### src/rtl/fp16_pkg.sv
// Shared fp16 constants and the divider FSM state type.
package fp16_pkg;

  localparam int FP16_EXP_BIAS = 15;
  localparam logic [15:0] FP16_QNAN = 16'h7E00;
  localparam logic [15:0] FP16_POS_INF = 16'h7C00;

  typedef enum logic [1:0] {StIdle, StDivide, StNorm} state_t;

endpackage

### src/rtl/significand_divider.sv
// Restoring significand divider: one quotient bit per step, MSB first.
// quotient = (dividend << (MAN_WIDTH+1)) / divisor, valid once the last step has run.
module significand_divider #(
  parameter int unsigned MAN_WIDTH = 10
) (
  input  logic                 clk,
  input  logic                 reset_b,
  input  logic                 load,
  input  logic                 step,
  input  logic [MAN_WIDTH:0]   dividend,
  input  logic [MAN_WIDTH:0]   divisor,
  output logic [MAN_WIDTH+1:0] quotient,
  output logic                 last
);

  localparam int unsigned QW   = MAN_WIDTH + 2;
  localparam int unsigned Iter = MAN_WIDTH + 2;

  logic [QW-1:0]      rem_q;
  logic [MAN_WIDTH:0] div_q;
  logic [QW-1:0]      quo_q;
  logic [3:0]         cnt_q;

  logic          ge;
  logic [QW-1:0] rem_sel;

  always_comb begin
    ge      = rem_q >= {1'b0, div_q};
    rem_sel = ge ? (rem_q - {1'b0, div_q}) : rem_q;
  end

  always_ff @(posedge clk) begin
    if (reset_b) begin
      rem_q <= '0;
      div_q <= '0;
      quo_q <= '0;
      cnt_q <= '0;
    end else if (load) begin
      rem_q <= {1'b0, dividend};
      div_q <= divisor;
      quo_q <= '0;
      cnt_q <= '0;
    end else if (step) begin
      // Remainder after subtraction is below the divisor, so the shift cannot overflow.
      rem_q <= {rem_sel[QW-2:0], 1'b0};
      quo_q <= {quo_q[QW-2:0], ge};
      cnt_q <= cnt_q + 4'd1;
    end
  end

  assign quotient = quo_q;
  assign last     = (cnt_q == 4'(Iter - 1));

endmodule

### src/rtl/fp16_divider.sv
// Iterative fp16 divider (DAZ, truncating). Special operands resolve in one cycle,
// normal operands take 14. Define FP16_DIV_FLAGS_EN to add the flags output.
module fp16_divider
  import fp16_pkg::*;
#(
  parameter int unsigned EXP_WIDTH = 5,
  parameter int unsigned MAN_WIDTH = 10
) (
  input  logic                           clk,
  input  logic                           reset_b,
  input  logic                           start,
  input  logic [EXP_WIDTH+MAN_WIDTH:0]   input_a,
  input  logic [EXP_WIDTH+MAN_WIDTH:0]   input_b,
  output logic                           busy,
  output logic                           valid,
  output logic [EXP_WIDTH+MAN_WIDTH:0]   result
`ifdef FP16_DIV_FLAGS_EN
  ,
  output logic [2:0]                     flags
`endif
);

  localparam int unsigned W      = 1 + EXP_WIDTH + MAN_WIDTH;
  localparam int unsigned QW     = MAN_WIDTH + 2;
  localparam int unsigned ExpMax = (1 << EXP_WIDTH) - 1;

  state_t                 state_q;
  logic [EXP_WIDTH-1:0]   exp_a_q, exp_b_q;
  logic                   sign_q;

  logic [EXP_WIDTH-1:0]   exp_a, exp_b;
  logic [MAN_WIDTH-1:0]   man_a, man_b;
  logic                   a_zero, b_zero, a_inf, b_inf, a_nan, b_nan, sign_ab;

  assign exp_a   = input_a[W-2 -: EXP_WIDTH];
  assign exp_b   = input_b[W-2 -: EXP_WIDTH];
  assign man_a   = input_a[MAN_WIDTH-1:0];
  assign man_b   = input_b[MAN_WIDTH-1:0];
  assign a_zero  = (exp_a == '0);
  assign b_zero  = (exp_b == '0);
  assign a_inf   = (exp_a == '1) && (man_a == '0);
  assign b_inf   = (exp_b == '1) && (man_b == '0);
  assign a_nan   = (exp_a == '1) && (man_a != '0);
  assign b_nan   = (exp_b == '1) && (man_b != '0);
  assign sign_ab = input_a[W-1] ^ input_b[W-1];

  logic         special;
  logic [W-1:0] special_res;
`ifdef FP16_DIV_FLAGS_EN
  logic         special_dbz;
`endif

  always_comb begin
    special     = 1'b1;
    special_res = '0;
`ifdef FP16_DIV_FLAGS_EN
    special_dbz = 1'b0;
`endif
    if (a_nan || b_nan || (a_zero && b_zero) || (a_inf && b_inf)) begin
      special_res = FP16_QNAN;
    end else if (a_inf || b_zero) begin
      special_res = {sign_ab, FP16_POS_INF[W-2:0]};
`ifdef FP16_DIV_FLAGS_EN
      special_dbz = ~a_inf;
`endif
    end else if (a_zero || b_inf) begin
      special_res = '0;
    end else begin
      special = 1'b0;
    end
  end

  logic [QW-1:0] quotient;
  logic          div_last;
  logic          div_load;

  assign div_load = (state_q == StIdle) && start && !special;

  significand_divider #(
    .MAN_WIDTH (MAN_WIDTH)
  ) u_significand_divider (
    .clk      (clk),
    .reset_b  (reset_b),
    .load     (div_load),
    .step     (state_q == StDivide),
    .dividend ({1'b1, man_a}),
    .divisor  ({1'b1, man_b}),
    .quotient (quotient),
    .last     (div_last)
  );

  int                   e_norm;
  logic [MAN_WIDTH-1:0] man_norm;
  logic                 ovf, unf;
  logic [W-1:0]         norm_res;

  always_comb begin
    e_norm   = int'(exp_a_q) - int'(exp_b_q) + FP16_EXP_BIAS;
    man_norm = quotient[MAN_WIDTH:1];
    // Quotient lies in [2^(QW-2), 2^QW): at most one position of normalisation shift.
    if (!quotient[QW-1]) begin
      e_norm   = e_norm - 1;
      man_norm = quotient[MAN_WIDTH-1:0];
    end
    ovf = (e_norm >= int'(ExpMax));
    unf = (e_norm <= 0);
    if (ovf) begin
      norm_res = {sign_q, FP16_POS_INF[W-2:0]};
    end else if (unf) begin
      norm_res = '0;
    end else begin
      norm_res = {sign_q, e_norm[EXP_WIDTH-1:0], man_norm};
    end
  end

  always_ff @(posedge clk) begin
    if (reset_b) begin
      state_q <= StIdle;
      exp_a_q <= '0;
      exp_b_q <= '0;
      sign_q  <= 1'b0;
      busy    <= 1'b0;
      valid   <= 1'b0;
      result  <= '0;
`ifdef FP16_DIV_FLAGS_EN
      flags   <= '0;
`endif
    end else begin
      valid <= 1'b0;
      unique case (state_q)
        StIdle: begin
          if (start && special) begin
            result <= special_res;
            valid  <= 1'b1;
`ifdef FP16_DIV_FLAGS_EN
            flags  <= {special_dbz, 2'b00};
`endif
          end else if (start) begin
            exp_a_q <= exp_a;
            exp_b_q <= exp_b;
            sign_q  <= sign_ab;
            busy    <= 1'b1;
            state_q <= StDivide;
          end
        end
        StDivide: begin
          if (div_last) state_q <= StNorm;
        end
        StNorm: begin
          result  <= norm_res;
          valid   <= 1'b1;
          busy    <= 1'b0;
          state_q <= StIdle;
`ifdef FP16_DIV_FLAGS_EN
          flags   <= {1'b0, ovf, unf};
`endif
        end
        default: state_q <= StIdle;
      endcase
    end
  end

endmodule

### config.mk
export PLATFORM = sky130hd
export DESIGN_NAME = fp16_divider
export DESIGN_NICKNAME = d
export VERILOG_FILES = /design/src/rtl/fp16_pkg.sv /design/src/rtl/significand_divider.sv /design/src/rtl/fp16_divider.sv
export SDC_FILE = /design/constraint.sdc
export NUM_CORES = 1
export LEC_CHECK = 0
export BUFFER_PORTS_ARGS = -buffer_cell sky130_fd_sc_hd__buf_4
export CORE_MARGIN = 2
export CORE_UTILIZATION = 40
export CTS_CLUSTER_DIAMETER = 120
export CTS_CLUSTER_SIZE = 40
export DETAILED_ROUTE_END_ITERATION = 6
export GPL_TIMING_DRIVEN = 0
export PLACE_DENSITY = 0.69
export RECOVER_POWER = 50
export SYNTH_ARGS = -nofsm -noshare
export SYNTH_HDL_FRONTEND = slang
export SYNTH_SLANG_ARGS = --single-unit
### constraint.sdc
create_clock -name clk -period 3.1 [get_ports clk]
set_input_delay 0.465 -clock clk [delete_from_list [all_inputs] [get_ports clk]]
set_output_delay 0.465 -clock clk [all_outputs]
set_load 0.03 [all_outputs]
---- Yosys cells after proc, flatten, opt, wreduce, memory -nomap -nowiden ----
Index checks and enable logic that the tools add are counted.
operators by class
  $lt $le $gt $ge ......................... 3
  reduce and logical (&&, ||, !) cells .... 29
  equality and inequality tests ........... 9
  bitwise operators ....................... 2
  $add $sub $neg .......................... 5
  mux-type cells .......................... 23
operators by type and width
  cell                                                                 number
  2-to-1 mux 16 bit                                                    5
  2-to-1 mux 11 bit                                                    3
  greater-or-equal comparator 32 x 6 -> 1 bit (second input constant)  1
  less-or-equal comparator 32 x 1 -> 1 bit (second input constant)     1
  2-to-1 mux 32 bit                                                    1
  one-hot mux 16 bit (2 select lines)                                  1
  logical NOT 10 bit                                                   2
  nonzero test 10 bit                                                  2
  greater-or-equal comparator 12 x 11 -> 1 bit                         1
  subtractor 11 bit                                                    1
  == test 5 bit (second input constant)                                2
  logical NOT 5 bit                                                    2
  2-to-1 mux 10 bit                                                    1
  logical AND 1 bit                                                    9
  AND reduction 3 bit                                                  3
  subtractor 7 x 2 -> 8 bit (second input constant)                    1
  adder 6 x 5 -> 7 bit (second input constant)                         1
  2-to-1 mux 1 bit                                                     6
  2-to-1 mux 2 bit                                                     3
  inequality test 2 bit (second input constant)                        3
  subtractor 5 x 5 -> 6 bit                                            1
  logical OR 1 bit                                                     5
  adder 4 x 1 -> 4 bit (second input constant)                         1
  == test 4 bit (second input constant)                                1
  12 further kinds                                                     14
storage, ports and cells
  logic and storage cells ................. 83
  input port bits ......................... 35
  output and inout bits ................... 18
  bits in registers ....................... 70

---- Depth between registers and ports, before layout ----
  word-level depth ........................ 9
  depth in mapped cells ................... 15
  mapped depth without buffers ............ 14

---- By module ----
A second synthesis with hierarchy kept.
second synthesis, totals
  cells, all modules ...................... 523
  area total of the unflattened synthesis .. 4569.4 um^2
by module, submodules not included
  module               times used  seq. area each (um^2)  cells an instance  area each (um^2)
  fp16_divider         1           620.6                  274                2314.7
  significand_divider  1           780.7                  249                2254.7

---- Worst setup path after synthesis ----
No wires, ideal clock.
  kind .................................... register to register
  start ................................... register exp_a_q[0]
  end ..................................... register result[0]
  data arrival time ....................... 3.094 ns
  library setup time ...................... 0.067 ns
  path buffers ............................ 1
  period minus slack after synthesis ...... 3.161 ns
  setup slack ............................. -0.061 ns
  stages on the path, launching flop included .. 16
  cells stage by stage .................... dfxtp_1 -> inv_1 -> ha_1 -> inv_1 -> fa_1 -> inv_1 -> ha_1 -> nor3b_1 -> and2_1 -> nor2_1 -> xor2_1 -> nand4_1 -> a22oi_2 -> or4_1 -> buf_6 -> o21ai_2
on the way
  longest elaborated chain between the ends .. 8
ends and longest elaborated chain
  item                                      RTL line             RTL
  from (decl)                               fp16_divider.sv:28   logic [EXP_WIDTH-1:0] exp_a_q, exp_b_q;
  from (signal assigned)                    fp16_divider.sv:139  exp_a_q <= exp_a;
  subtractor 5 x 5 -> 6 bit *               fp16_divider.sv:98   e_norm = int'(exp_a_q) - int'(exp_b_q) + FP16_EXP_BIAS;
  adder 6 x 5 -> 7 bit *                    fp16_divider.sv:98
  subtractor 7 x 2 -> 8 bit                 fp16_divider.sv:102  e_norm = e_norm - 1;
  2-to-1 mux 32 bit *                       fp16_divider.sv:101  if (!quotient[QW-1]) begin
  less-or-equal comparator 32 x 1 -> 1 bit  fp16_divider.sv:106  unf = (e_norm <= 0);
  2-to-1 mux 16 bit                         fp16_divider.sv:109  end else if (unf) begin
  2-to-1 mux 16 bit *                       fp16_divider.sv:107  if (ovf) begin
  one-hot mux 16 bit (2 select lines) *     fp16_divider.sv:130  unique case (state_q)
  to (signal assigned)                      fp16_divider.sv:133  result <= special_res;
  to (signal assigned)                      fp16_divider.sv:150  result <= norm_res;
  to (decl)                                 fp16_divider.sv:16   output logic [EXP_WIDTH+MAN_WIDTH:0] result
Mark *: on every way between the ends. The rest lies on a longest branch, timed or not.
A chain may end at the register's enable or synchronous reset.

---- Worst setup path in the final report ----
Ends and elaborated chain as after synthesis.

==> reports/results.txt <==
CTS sink cnt -> 70
Fin Hold WS -> 0.353 ns
Vias in the first global route -> 3850
Post-Route Setup TNS -> -0.264 ns
Worst-Margin Slew -> 0.682 ns
Congestion Overflow GR -> 0
EDFF count, synth -> 0
CTS root buf -> clkbuf_8
Kind of end point of the critical path -> flip-flop
Mapped Area -> 4210 um^2
CTS tree -> done
Hold Vio Cnt, Final -> 0
Final cell count without fillers -> 747
Reg2reg end -> result[0]
Layout cells sized above 1 -> 18.5%
I/O pins -> 53
Synth area leader -> dfxtp_1
Leak pwr -> 1.93 nW
Cell Chain, Critical Path -> inv_2, ha_4, inv_2, fa_2, inv_4, ha_4, nor4_1, and3_1, o21ai_0, nand4_1, a22oi_2, or4_4, buf_6, o21ai_2
Finished Core Util -> 50.0%
Total core area -> 10300 um^2
Sequential fraction of the synthesis area -> 33.3%
Die height -> 107 um
Final Setup Violations -> 10
WL/cell -> 14.1 um
FF-to-FF setup slack -> -0.03 ns
Peak supply drop -> 262 uV
Status -> complete, but fails checks
Row cnt -> 37
Worst EP arrival -> 3.42 ns
Initial drt markers -> 199
WL final -> 10500 um
Tot GR Track Use -> 19.4%
Nets@finish -> 663
Post-route ant nets -> 0
First-pass GRT wire length -> 17800 um
Clock Tree Buf Depth -> 2
Starting Density -> 41.0%
Design Power -> 3.03 mW
Top Family by Delay on Critical Path -> simple AND/OR/NAND/NOR gates
Area occupied by multi-input gates -> 2770 um^2
Mapped Cells -> 537
Hold endpoint -> exp_b_q[0]
Hold_buf cts -> 0
N_diodes -> 0
Number of port buffers -> 51
Max Freq -> 319 MHz
Top post-synthesis cells by count -> 93 x nand2_1, 70 x dfxtp_1, 57 x a21oi_1
Final Cycle Share -> 101%
Yosys top cell area share -> 33.3%
Max incr delay on CP -> 0.56 ns
Final Slew Violations -> 0
Post-Synthesis Mean Instance Area -> 7.85 um^2
Post-synthesis net count -> 593
Placed cell areas -> 4770 um^2
Vias per cell -> 5.37
Min-Delay Path Class -> in -> reg
Dpl cells -> 724
Setup WS pre-CTS -> -0.319 ns
Violated checks -> setup timing
Min-Delay Path Depth -> 3
Slack of the critical path -> -0.0332 ns
Fin area -> 5140 um^2
Hpwl dp -> 7820 um
Start of the worst register-to-register path -> exp_a_q[0]
Final-layout fill cell count -> 991
Worst setup SP type -> flip-flop
Via count -> 4011
Max-Cap Viols -> 0
CP required -> 3.39 ns
Synthesis-to-finish area growth -> 22.0%
Synth Warn # -> 0
Max-Slew Margin vs Limit -> 54.4%
Worst-skew pair later-pin latency -> 0.35 ns
Worst reg-to-reg path cell count -> 14
Final worst path period need -> 3.13 ns
CP max FO -> 7
Pin count of the biggest net entering global routing -> 13
Count of cell types in the netlist -> 69
Largest cells by area after synthesis -> dfxtp_1 33%, nand2_1 8.3%, a21oi_1 6.8%, ha_1 5.6%, mux2i_1 4.0%
CP Class -> reg -> reg
Placer Congestion -> 0.869
Clock Skew -> 0.0106 ns
Hold path startpoint -> input_b[10]
Most frequent cell after synthesis -> nand2_1
CTS Buf Count -> 9
FF+latch count, synth -> 70
Power Density -> 590 nW/um^2
Drt pass-1 iters -> 5
Async S/R FF share, synth -> 0%
Max H-tree Level -> 3
RSZ-0062 raised after global routing -> yes
DIE AREA -> 11400 um^2
DRC -> 0
Worst-path cell with the longest stage delay -> fa_2
Worst path bufs/invs -> 4
Synth Flop Type -> dfxtp_1
Clk slew on worst S/H paths -> 0.08 ns
Die W -> 107 um
Antenna violations before repair -> 0
Storage cell area -> 1400 um^2
==> cells by family (layout without fill, tap and decap cells) <==
logic type / after synthesis / count (layout) / synth area share, %
buf+inv: 52 / 126 / 5.05
xor+xnor: 17 / 17 / 4.07
flops: 70 / 70 / 33.3
simple gates: 219 / 219 / 25.0
compound gates: 140 / 140 / 21.8
fa+ha+maj: 21 / 21 / 6.59
mux: 18 / 18 / 4.31
==> layout make-up <==
class | count | share of cell area (%)
Buffer | 26 | 2.31
Clock buffer | 9 | 2.41
Sequential cell | 70 | 27.3
Inverter | 26 | 1.95
Timing Repair Buffer | 59 | 7.16
Multi-Input combinational cell | 415 | 53.8
Tap cell | 136 | 3.31
Clock inverter | 6 | 1.70
==> state kept, by name (all words and copies together), names as in the netlist <==
name	cells
result	16
u_significand_divider.quotient	12
u_significand_divider.rem_q	12
u_significand_divider.div_q	11
exp_a_q	5
exp_b_q	5
u_significand_divider.cnt_q	4
state_q	2
busy	1
sign_q	1
valid	1
==> routing by layer <==
layer / global-route usage [%] / up-vias / routed length (um)
li1: - / 2032 / -
met1: 26.0 / 1843 / 5000
met2: 30.6 / 118 / 4750
met3: 4.32 / 18 / 546
met4: 6.86 / 0 / 217
met5: 0 / - / 0
==> what timing repair did <==
action	in CTS	in global routing
pin swaps	24	10
setup buffers	4	3
hold endpoints to repair	0	0
resized for setup	28	14
setup endpoints to repair	21	20
cloned	1	0
==> worst min-delay path, stage by stage <==
cell,delay [ns]
clkbuf_1,0.09
nand2_1,0.06
a21oi_1,0.05
==> report_power, final <==
part	switching (mW)	leakage, nW	internal [mW]
combinational	0.689	1.25	0.544
sequential	0.0398	0.571	0.955
clock	0.356	0.109	0.448
==> layout by cell type (no fill, tap or decap), types with 4 or more instances in the layout <==
master,instances
o21ai_2,11
buf_4,37
ha_1,16
nor2b_1,4
a21o_1,5
and3_1,8
nand3b_1,4
o21ai_0,13
nand2_1,93
inv_1,23
dfxtp_1,68
nor2_1,40
nor3_1,6
o22ai_1,9
and2_1,4
nor4_1,7
nand2b_1,10
a22oi_1,8
clkbuf_8,9
clkbuf_1,42
a21oi_1,56
nand4_1,5
xnor2_1,9
nand3_1,16
mux2i_1,17
xor2_1,5
==> worst max-delay path by stage <==
| stage | from | end | slack, ns | depth (start not counted) |
|---|---|---|---|---|
| finish | exp_a_q[0] | result[0] | -0.03 | 14 |
| global route | exp_a_q[0] | result[0] | -0.17 | 14 |
| CTS | exp_a_q[0] | result[9] | -0.03 | 14 |
| detailed placement | exp_a_q[0] | result[5] | -0.32 | 15 |
| global placement | exp_a_q[0] | result[5] | -0.27 | 15 |
| floorplan | exp_a_q[0] | result[0] | 0.02 | 15 |
Note: power is estimated with default switching activity, not from simulation.
